===== src/rtl/svm_ovr_ctrl_pkg.sv =====
// Shared types and defaults for the one-vs-rest SVM controller.
// Latency: n/a (types, constants and a cycle-count helper only).
// Backpressure: n/a.
package svm_ctrl_pkg;

   localparam int DATA_W_DEF    = 16;
   localparam int ADDR_W_DEF    = 12;
   localparam int ACC_W_DEF     = 48;
   localparam int FRAC_W_DEF    = 8;
   localparam int MAX_CLASS_DEF = 16;

   typedef enum logic [2:0] {
      S_IDLE,
      S_BIAS,
      S_RD_X,
      S_RD_W,
      S_DRAIN,
      S_CMP
   } state_t;

   // Busy cycles of one job: per class BIAS + n_feat*(RD_X+RD_W) + DRAIN + CMP.
   function automatic int job_cycles(input int n_feat, input int n_class);
      return n_class * (2 * n_feat + 3);
   endfunction

endpackage


===== src/rtl/svm_ovr_ctrl_if.sv =====
// Single-port memory read bus between the controller and coefficient memory.
// Latency: rd_data is valid exactly one cycle after rd_en.
// Backpressure: none; every read strobe is served on the following cycle.
// Ports: rd_en/rd_addr from master (controller), rd_data from slave (memory).
interface svm_ovr_ctrl_if
   import svm_ctrl_pkg::*;
#(
   parameter int ADDR_W = ADDR_W_DEF,
   parameter int DATA_W = DATA_W_DEF
);
   logic                     rd_en;
   logic [ADDR_W-1:0]        rd_addr;
   logic signed [DATA_W-1:0] rd_data;

   modport master (output rd_en, output rd_addr, input rd_data);
   modport slave  (input rd_en, input rd_addr, output rd_data);
endinterface


===== src/rtl/svm_ovr_ctrl_mac.sv =====
// Signed multiply-accumulate: combinational DATA_W x DATA_W product, registered accumulator.
// Latency: acc updates on the edge where load or acc_en is high.
// Backpressure: none; the controller decides every cycle whether to load or accumulate.
// Ports: load (acc <= din<<<FRAC_W), acc_en (acc += x*din), din = memory word, acc = running score.
module svm_mac
   import svm_ctrl_pkg::*;
#(
   parameter int DATA_W = DATA_W_DEF,
   parameter int ACC_W  = ACC_W_DEF,
   parameter int FRAC_W = FRAC_W_DEF
) (
   input  logic                     clk,
   input  logic                     rst,
   input  logic                     load,
   input  logic                     acc_en,
   input  logic signed [DATA_W-1:0] din,
   input  logic signed [DATA_W-1:0] x,
   output logic signed [ACC_W-1:0]  acc
);
   logic signed [2*DATA_W-1:0] prod;
   logic signed [ACC_W-1:0]    prod_ext;
   logic signed [ACC_W-1:0]    bias_ext;

   assign prod     = x * din;
   assign prod_ext = {{(ACC_W-2*DATA_W){prod[2*DATA_W-1]}}, prod};
   // Bias is moved into the product's Q-format before it seeds the accumulator.
   assign bias_ext = {{(ACC_W-DATA_W){din[DATA_W-1]}}, din} <<< FRAC_W;

   always_ff @(posedge clk) begin
      if (rst) begin
         acc <= '0;
      end else if (load) begin
         acc <= bias_ext;
      end else if (acc_en) begin
         acc <= acc + prod_ext;
      end
   end
endmodule


===== src/rtl/svm_ovr_ctrl.sv =====
// One-vs-rest linear SVM controller: reads x, per-class w and bias, scores each class, reports argmax.
// Latency: busy for n_class*(2*n_feat+3) cycles after start, then a one-cycle done pulse.
// Backpressure: start is ignored while busy; abort returns to idle next cycle with no done.
// Ports: start/abort/n_feat/n_class/bases in, mem read bus, busy/done/err/class_idx/max_score out.
module svm_ovr_ctrl
   import svm_ctrl_pkg::*;
#(
   parameter int DATA_W    = DATA_W_DEF,
   parameter int ADDR_W    = ADDR_W_DEF,
   parameter int ACC_W     = ACC_W_DEF,
   parameter int FRAC_W    = FRAC_W_DEF,
   parameter int MAX_CLASS = MAX_CLASS_DEF,
   parameter int CLS_W     = $clog2(MAX_CLASS)
) (
   input  logic                    ACLK,
   input  logic                    ARESET,
   input  logic                    start,
   input  logic                    abort,
   input  logic [7:0]              n_feat,
   input  logic [CLS_W:0]          n_class,
   input  logic [ADDR_W-1:0]       x_base,
   input  logic [ADDR_W-1:0]       w_base,
   input  logic [ADDR_W-1:0]       b_base,
   svm_ovr_ctrl_if.master          mem,
   output logic                    busy,
   output logic                    done,
   output logic                    err,
   output logic [CLS_W-1:0]        class_idx,
   output logic signed [ACC_W-1:0] max_score
);
   localparam logic signed [ACC_W-1:0] MOST_NEG = {1'b1, {(ACC_W-1){1'b0}}};

   state_t                   state, state_nxt;
   logic [7:0]               n_feat_q, j;
   logic [CLS_W:0]           n_class_q;
   logic [CLS_W-1:0]         c, best_idx;
   logic [ADDR_W-1:0]        x_base_q, b_base_q, w_ptr;
   logic signed [DATA_W-1:0] x_q;
   logic signed [ACC_W-1:0]  acc, best;
   logic                     mac_load, mac_acc;
   logic                     rd_en_c;
   logic [ADDR_W-1:0]        rd_addr_c;
   logic                     start_ok, start_bad, last_feat, last_class, win;

   assign start_ok   = start && (n_feat != 8'd0) && (n_class != '0)
                       && (n_class <= (CLS_W+1)'(MAX_CLASS));
   assign start_bad  = start && !start_ok;
   assign last_feat  = (j == n_feat_q - 8'd1);
   assign last_class = ({1'b0, c} == n_class_q - (CLS_W+1)'(1));
   assign win        = (acc > best);
   assign busy       = (state != S_IDLE);
   assign mem.rd_en   = rd_en_c;
   assign mem.rd_addr = rd_addr_c;

   svm_mac #(.DATA_W(DATA_W), .ACC_W(ACC_W), .FRAC_W(FRAC_W)) u_mac (
      .clk    (ACLK),
      .rst    (ARESET),
      .load   (mac_load),
      .acc_en (mac_acc),
      .din    (mem.rd_data),
      .x      (x_q),
      .acc    (acc)
   );

   always_comb begin
      state_nxt = state;
      mac_load  = 1'b0;
      mac_acc   = 1'b0;
      rd_en_c   = 1'b0;
      rd_addr_c = '0;
      case (state)
         S_IDLE:  if (start_ok) state_nxt = S_BIAS;
         S_BIAS: begin
            rd_en_c   = 1'b1;
            rd_addr_c = b_base_q + ADDR_W'(c);
            state_nxt = S_RD_X;
         end
         S_RD_X: begin
            rd_en_c   = 1'b1;
            rd_addr_c = x_base_q + ADDR_W'(j);
            // First RD_X of a class receives the bias; later ones receive the previous weight.
            if (j == 8'd0) mac_load = 1'b1;
            else           mac_acc  = 1'b1;
            state_nxt = S_RD_W;
         end
         S_RD_W: begin
            rd_en_c   = 1'b1;
            rd_addr_c = w_ptr;
            state_nxt = last_feat ? S_DRAIN : S_RD_X;
         end
         S_DRAIN: begin
            mac_acc   = 1'b1;
            state_nxt = S_CMP;
         end
         S_CMP:   state_nxt = last_class ? S_IDLE : S_BIAS;
         default: state_nxt = S_IDLE;
      endcase
      if (abort && state != S_IDLE) state_nxt = S_IDLE;
   end

   always_ff @(posedge ACLK) begin
      if (ARESET) begin
         state     <= S_IDLE;
         n_feat_q  <= '0;
         n_class_q <= '0;
         x_base_q  <= '0;
         b_base_q  <= '0;
         w_ptr     <= '0;
         j         <= '0;
         c         <= '0;
         x_q       <= '0;
         best      <= '0;
         best_idx  <= '0;
         done      <= 1'b0;
         err       <= 1'b0;
         class_idx <= '0;
         max_score <= '0;
      end else begin
         state <= state_nxt;
         done  <= 1'b0;
         case (state)
            S_IDLE: begin
               if (start_bad) begin
                  err  <= 1'b1;
                  done <= 1'b1;
               end else if (start_ok) begin
                  err       <= 1'b0;
                  n_feat_q  <= n_feat;
                  n_class_q <= n_class;
                  x_base_q  <= x_base;
                  b_base_q  <= b_base;
                  w_ptr     <= w_base;
                  j         <= '0;
                  c         <= '0;
                  best      <= MOST_NEG;
                  best_idx  <= '0;
               end
            end
            S_RD_W: begin
               x_q   <= mem.rd_data;
               // Weights are stored class-major and contiguous, so one running pointer suffices.
               w_ptr <= w_ptr + ADDR_W'(1);
               if (!last_feat) j <= j + 8'd1;
            end
            S_CMP: begin
               if (win) begin
                  best     <= acc;
                  best_idx <= c;
               end
               if (!abort) begin
                  if (last_class) begin
                     done      <= 1'b1;
                     class_idx <= win ? c   : best_idx;
                     max_score <= win ? acc : best;
                  end else begin
                     c <= c + CLS_W'(1);
                     j <= '0;
                  end
               end
            end
            default: ;
         endcase
      end
   end
endmodule


===== src/flat_wrapper.sv =====
// flat-port wrapper written by rule: the top's interface ports become plain ports
module svm_ovr_ctrl_flat import svm_ctrl_pkg::*;
#(
   parameter int DATA_W    = DATA_W_DEF,
   parameter int ADDR_W    = ADDR_W_DEF,
   parameter int ACC_W     = ACC_W_DEF,
   parameter int FRAC_W    = FRAC_W_DEF,
   parameter int MAX_CLASS = MAX_CLASS_DEF,
   parameter int CLS_W     = $clog2(MAX_CLASS)
)
  (ACLK, ARESET, start, abort, n_feat, n_class, x_base, w_base, b_base, busy, done, err, class_idx, max_score, mem_rd_en, mem_rd_addr, mem_rd_data);
  svm_ovr_ctrl_if #(.ADDR_W(ADDR_W), .DATA_W(DATA_W)) mem_i ();
  input  logic ACLK;
  input  logic ARESET;
  input  logic start;
  input  logic abort;
  input  logic [7:0] n_feat;
  input  logic [CLS_W:0] n_class;
  input  logic [ADDR_W-1:0] x_base;
  input  logic [ADDR_W-1:0] w_base;
  input  logic [ADDR_W-1:0] b_base;
  output logic busy;
  output logic done;
  output logic err;
  output logic [CLS_W-1:0] class_idx;
  output logic signed [ACC_W-1:0] max_score;
  output wire logic [$bits(mem_i.rd_en)-1:0] mem_rd_en;
  output wire logic [$bits(mem_i.rd_addr)-1:0] mem_rd_addr;
  input wire logic [$bits(mem_i.rd_data)-1:0] mem_rd_data;
  assign mem_rd_en = mem_i.rd_en;
  assign mem_rd_addr = mem_i.rd_addr;
  assign mem_i.rd_data = mem_rd_data;
  svm_ovr_ctrl #(.DATA_W(DATA_W), .ADDR_W(ADDR_W), .ACC_W(ACC_W), .FRAC_W(FRAC_W), .MAX_CLASS(MAX_CLASS), .CLS_W(CLS_W)) u_core (.ACLK(ACLK), .ARESET(ARESET), .start(start), .abort(abort), .n_feat(n_feat), .n_class(n_class), .x_base(x_base), .w_base(w_base), .b_base(b_base), .mem(mem_i), .busy(busy), .done(done), .err(err), .class_idx(class_idx), .max_score(max_score));
endmodule

===== config.mk =====
export PLATFORM = sky130hd
export DESIGN_NAME = svm_ovr_ctrl_flat
export DESIGN_NICKNAME = d
export VERILOG_FILES = /design/src/rtl/svm_ovr_ctrl_pkg.sv /design/src/rtl/svm_ovr_ctrl_if.sv /design/src/rtl/svm_ovr_ctrl_mac.sv /design/src/rtl/svm_ovr_ctrl.sv /design/src/flat_wrapper.sv
export SDC_FILE = /design/constraint.sdc
export NUM_CORES = 2
export LEC_CHECK = 0
export BUFFER_PORTS_ARGS = -buffer_cell sky130_fd_sc_hd__buf_4
export CORE_MARGIN = 8
export CORE_UTILIZATION = 60
export DETAILED_ROUTE_END_ITERATION = 10
export PLACE_DENSITY = 0.78
export SYNTH_ARGS = -nofsm -noshare
export SYNTH_HDL_FRONTEND = slang
export SYNTH_SLANG_ARGS = --single-unit

===== constraint.sdc =====
create_clock -name ACLK -period 9.4 [get_ports ACLK]
set_input_delay 1.88 -clock ACLK [delete_from_list [all_inputs] [get_ports ACLK]]
set_output_delay 1.88 -clock ACLK [all_outputs]
set_load 0.1 [all_outputs]

# Yosys cells after proc, flatten, opt, wreduce, memory -nomap -nowiden
# Cells that the tools add are included.
dict set report word_totals {
  register_bits 234
  input_bits 69
  output_inout_bits 68
  wordCells 106
}
dict set report op_classes {
  addsub 8
  multipliers 1
  magnitude_cmp 2
  n_eq_ne 12
  n_mux 38
  n_bitwise 2
  n_reduce_logical 26
}
# op n
set op_table {}
lappend op_table {{48-bit two-way mux} 5}
lappend op_table {{48-bit one-hot mux with 2 select lines} 1}
lappend op_table {{48-bit by 32-bit adder with 48-bit output} 1}
lappend op_table {{48-bit > comparator} 1}
lappend op_table {{8-bit two-way mux} 5}
lappend op_table {{12-bit one-hot mux with 3 select lines} 1}
lappend op_table {{16-bit by 16-bit multiplier with 32-bit output} 1}
lappend op_table {{12-bit two-way mux} 2}
lappend op_table {{12-bit one-hot mux with 2 select lines} 1}
lappend op_table {{8-bit one-hot mux with 3 select lines} 1}
lappend op_table {{4-bit two-way mux} 5}
lappend op_table {{3-bit one-hot mux with 6 select lines} 1}
lappend op_table {{4-bit one-hot mux with 2 select lines} 2}
lappend op_table {{12-bit by 1-bit adder with 12-bit output (second input constant)} 1}
lappend op_table {{12-bit by 4-bit adder with 12-bit output} 1}
lappend op_table {{12-bit by 8-bit adder with 12-bit output} 1}
lappend op_table {{3-bit AND reduction} 4}
lappend op_table {{1-bit two-way mux} 10}
lappend op_table {{8-bit by 1-bit adder with 8-bit output (second input constant)} 1}
lappend op_table {{8-bit == test} 1}
lappend op_table {{8-bit zero test} 1}
lappend op_table {{2-bit != test (second input constant)} 4}
lappend op_table {{2-bit nonzero test} 4}
lappend op_table {{8-bit nonzero test} 1}
lappend op_table {{other kinds (22)} 33}

# Depth between registers and ports, before layout
dict set report logic_depth {
  ltp_word 8
  depth_mapped 26
  depth_no_buf 25
}

# Modules after synthesis
# A second synthesis with hierarchy kept.
dict set report unflattened {
  hier_cells 2960
  area_unflattened_um2 25806.0
}
# module n_inst cells_per_inst area_each_um2
set by_module_without_submodules {}
lappend by_module_without_submodules {svm_mac 1 1773 15895.2}
lappend by_module_without_submodules {svm_ovr_ctrl 1 1187 9910.8}

# Worst setup path after synthesis
# OpenSTA, ideal clock, no wires.
dict set report synth_path {
  path_kind {input port to flip-flop}
  start {input mem_rd_data[1]}
  end {register u_core.u_mac.acc[46]}
  setup_ps 123
  t_arrival_ps 8349
  setup_slack_ps 929
  path_stages 25
  path_cell_list {clkbuf_1 -> nand2_1 -> inv_1 -> fa_1 -> inv_1 -> fa_1 -> fa_1 -> fa_1 -> inv_1 -> fa_1 -> inv_1 -> fa_1 -> inv_1 -> ha_1 -> clkbuf_1 -> nand2_1 -> nand2_1 -> a21oi_1 -> o21bai_1 -> or3_1 -> o21a_1 -> a221o_1 -> a21oi_1 -> xor2_1 -> o21ai_0}
}
dict set report synth_via {
  elab_chain_len 4
}
# item line_no
set synth_rtl {}
lappend synth_rtl {{start: declaration} flat_wrapper.sv:29} ;# input wire logic [$bits(mem_i.rd_data)-1:0] mem_rd_data;
lappend synth_rtl {{16-bit by 16-bit multiplier with 32-bit output} svm_ovr_ctrl_mac.sv:24} ;# assign prod = x * din;
lappend synth_rtl {{48-bit by 32-bit adder with 48-bit output} svm_ovr_ctrl_mac.sv:35} ;# acc <= acc + prod_ext;
lappend synth_rtl {{48-bit two-way mux} svm_ovr_ctrl_mac.sv:34} ;# end else if (acc_en) begin
lappend synth_rtl {{48-bit two-way mux} svm_ovr_ctrl_mac.sv:32} ;# end else if (load) begin
lappend synth_rtl {{end signal: assignment} svm_ovr_ctrl_mac.sv:33} ;# acc <= bias_ext;
lappend synth_rtl {{end signal: assignment} svm_ovr_ctrl_mac.sv:35}
lappend synth_rtl {{end: declaration} svm_ovr_ctrl_mac.sv:18} ;# output logic signed [ACC_W-1:0] acc
# Every way passes these cells. The select of a mux whose other input is x is not followed.
# A chain may end at the register's enable or synchronous reset.

# Final worst setup path
dict set report layout_path {
  start {input mem_rd_data[1]}
  end {register u_core.u_mac.acc[45]}
}
# Same word-level chain as after synthesis.

==> reports/results.ini <==
[status]
outcome = finished, final reports clean

[cells_and_area]
seqCellArea_mm2 = 0.00468
area_delta_synth_final_pct = 8.17
finalInstanceArea_mm2 = 0.0276
final_common_cell = inv_1
nNetsFinal = 3626
multi_input_area_mm2 = 0.0184
instances_no_fill = 3553
final_cell_mix = inv_1, fa_1, nand2_1
drive_gt1_share_pct = 7.73
num_antenna_cells = 0
n_fill_cell = 3412

[drt]
num_vias = 20500
drt_iter0_drc = 1429
routed_wl_mm = 65.6
post_drt_wl_per_cell_um = 18.5
drc = 0
drtPass1Iterations = 6
detail-route-antenna-nets = 0
via_per_inst = 5.76

[placed_design]
placedInstanceArea_mm2 = 0.0268
hpwl_mm = 51.5
post-place-cells = 3508
globalplace.congestion = 0.923
port_buffers = 136

[clock_tree]
numCtsBuffers = 25
cts-root-buf = clkbuf_16
htreeDepth = 1
cts_sinks = 234
path_clk_slew_ns = 0.06
clk_latency_ns = 0.55
cts_setup_buffers = 0
cts_resized = 0
holdBufCountCts = 0
ctsLongestPathBuffers = 3
cts_tree = built

[power_and_ir_drop]
ir_worst_vdd_v = 0.000134
leakage_nw = 13.2
powerDensity_mw_per_mm2 = 101
clkPwrFrac_pct = 35.1
power_frac_seq_pct = 37.7
sw_frac_of_total_pct = 32.8
combinationalPowerShare_pct = 27.1
p_switching_uw = 912
internal-power_mw = 1.87

[sta]
slew_viol_final = 0
rsz0062_at_grt = false
setup_viol = 0
hold_viol = 0
fin_setup_tns_ns = 0
finalCritPeriodShare_pct = 88.4
max_freq_ghz = 0.120
max_slew_margin_pct = 32.7
worst_slew_pin_slew_ns = 1.00
min_period_ns = 8.31
finalClockSkew_ns = 0.0259

[worst_setup_path]
crit_buf_inv = 6
critPathMaxStageDelay_ns = 0.71
start_kind = input port
critPathArrivalTime_ns = 8.69
cp_common_cell = fa_1
crit_family = adder cells
path_cells = buf_4 -> nand2_1 -> inv_1 -> fa_1 -> inv_1 -> fa_1 -> fa_1 -> fa_1 -> inv_1 -> fa_1 -> inv_1 -> fa_1 -> inv_1 -> ha_1 -> nand4_1 -> nor3_1 -> nand2_1 -> o21a_2 -> or3b_4 -> a311o_1 -> a21o_1 -> a221oi_1 -> nor3_1
critical_path_class = in -> reg
crit_required_ns = 9.77
worstSetupEndpointType = register
slowest_stage = fa_1
cp_max_fo = 18

[synth]
syn_inst = 2947
ys_seq_area_share_pct = 18.3
synth_area_mm2 = 0.0256
synth_edf_count = 0
synth_cell_types = 75
ys.flop_type = dfxtp_1
async_reset_ff_share_pct = 0
synth-seq-cells = 234
yosys_warnings = 0
syn-num-nets = 3577
synth.avg_cell_area_um2 = 8.67

[grt]
grt_usage_pct = 26.8
first_global_vias = 21600
grt_max_degree = 132
overflow = 0
grt_pass1_wl_mm = 110
antenna_found_initial = 0

[die]
rows = 75
die_area_mm2 = 0.0495
initial_core_util_pct = 60.8
die_x_um = 222
die_y_um = 222
ios = 137
core_area_mm2 = 0.0420

[flow_run]
drv_cap = 0

[worst_hold_path]
hp-class = reg -> reg

cell usage after synthesis (4+ instances only):
cell / count / area [um2]
inv_1: 509 / 1910
fa_1: 364 / 7290
nand2_1: 363 / 1360
dfxtp_1: 234 / 4680
ha_1: 197 / 2460
nor2_1: 179 / 672
a21oi_1: 154 / 771
and2_1: 124 / 776
clkbuf_1: 112 / 420
o21ai_0: 102 / 510
a211oi_1: 65 / 488
mux2i_1: 58 / 581
nand3b_1: 51 / 383
xnor2_1: 47 / 412
a21o_1: 41 / 308
xor2_1: 41 / 359
nor3_1: 35 / 175
nand3_1: 27 / 135
nand4_1: 19 / 119
and3_1: 18 / 113
nand2b_1: 17 / 106
a31oi_1: 15 / 93.8
o21bai_1: 13 / 97.6
buf_6: 11 / 124
o221ai_1: 11 / 96.3
o21a_1: 10 / 75.1
buf_1: 9 / 33.8
nor2b_1: 9 / 56.3
nor4_1: 9 / 56.3
o21ai_1: 8 / 40.0
or3_1: 6 / 37.5
a222oi_1: 5 / 50.1
a22oi_1: 5 / 37.5
nor4b_1: 5 / 43.8
a221o_1: 4 / 40.0
a221oi_1: 4 / 35.0
mux2_2: 4 / 45.0
stage by stage:
| stage | hold WS, ns | power, mW | utilization (%) | setup WS [ns] |
|---|---|---|---|---|
| floorplan | 0.428 | 1.65 | - | 0.929 |
| global placement | 0.436 | 1.80 | 63.8 | 0.656 |
| detailed placement | 0.449 | 1.81 | 63.8 | 0.519 |
| CTS | 0.459 | 2.79 | 65.8 | 1.06 |
| global route | 0.476 | 2.90 | 65.8 | 0.625 |
| finish | 0.457 | 2.78 | 65.8 | 1.09 |
metal layers:
layer  track usage (%)  share of wire [%]  vias to the layer above  routed length (um)
met4              6.63                2.2                        0                1420
met1              36.2                 43                    10200               28200
li1                  -                  -                     9521                   -
met5                 0                  0                        -                   0
met2              45.3                 49                      672               31900
met3              3.49                6.2                      115                4070
state kept, by name (all words and copies together) (netlist names):
| signal | flops |
|---|---|
| u_core.best | 48 |
| u_core.max_score | 48 |
| u_core.u_mac.acc | 48 |
| u_core.x_q | 16 |
| u_core.b_base_q | 12 |
| u_core.w_ptr | 12 |
| u_core.x_base_q | 12 |
| u_core.j | 8 |
| u_core.n_feat_q | 8 |
| u_core.n_class_q | 5 |
| u_core.best_idx | 4 |
| u_core.c | 4 |
| u_core.class_idx | 4 |
| u_core.state | 3 |
| u_core.done | 1 |
| u_core.err | 1 |
kinds of logic after synthesis:
| group | share of synthesized area (%) |
|---|---|
| xor gates and xnor gates | 3.02 |
| muxes | 2.45 |
| and+or+nand+nor | 16.6 |
| DFF | 18.3 |
| adders and majority gates | 38.2 |
| AOI/OAI and AO/OA | 11.5 |
| buffers and inverters | 9.95 |
worst paths after layout:
kind | start | endpoint | slack (ns) | depth (start not counted)
worst max-delay path | mem_rd_data[1] | u_core.u_mac.acc[45] | 1.09 | 23
worst min-delay path | u_core.best_idx[2] | u_core.best_idx[2] | 0.46 | 2
worst max register to register | u_core.x_q[15] | u_core.u_mac.acc[45] | 1.99 | 23
worst min register to register | u_core.best_idx[2] | u_core.best_idx[2] | 0.46 | 2
power by group through the flow:
stage / Sequential (mW) / Combinational [mW] / Clock [mW]
floorplan: 1.06 / 0.596 / 0
global placement: 1.07 / 0.733 / 0
detailed placement: 1.07 / 0.745 / 0
CTS: 1.05 / 0.752 / 0.989
global route: 1.05 / 0.827 / 1.02
finish: 1.05 / 0.754 / 0.977
area by class of cell:
type                            count  share of cell area [%]
Inverter                          509                    6.91
Multi-Input combinational cell   2067                    66.4
Clock buffer                       35                    2.69
Timing Repair Buffer              159                    4.33
Clock inverter                     10                   0.267
Sequential cell                   234                    16.9
Tap cell                          539                    2.44
worst reg2reg max path: cells and delay by family (launching register included):
kind                       cells  cell delay (ns)
adders and majority gates      7             3.31
and+or+nand+nor                6             1.39
AOI/OAI and AO/OA              4             1.09
DFF                            1             0.76
buffers and inverters          6             0.71
No activity file was read; power rests on OpenSTA's default activity.
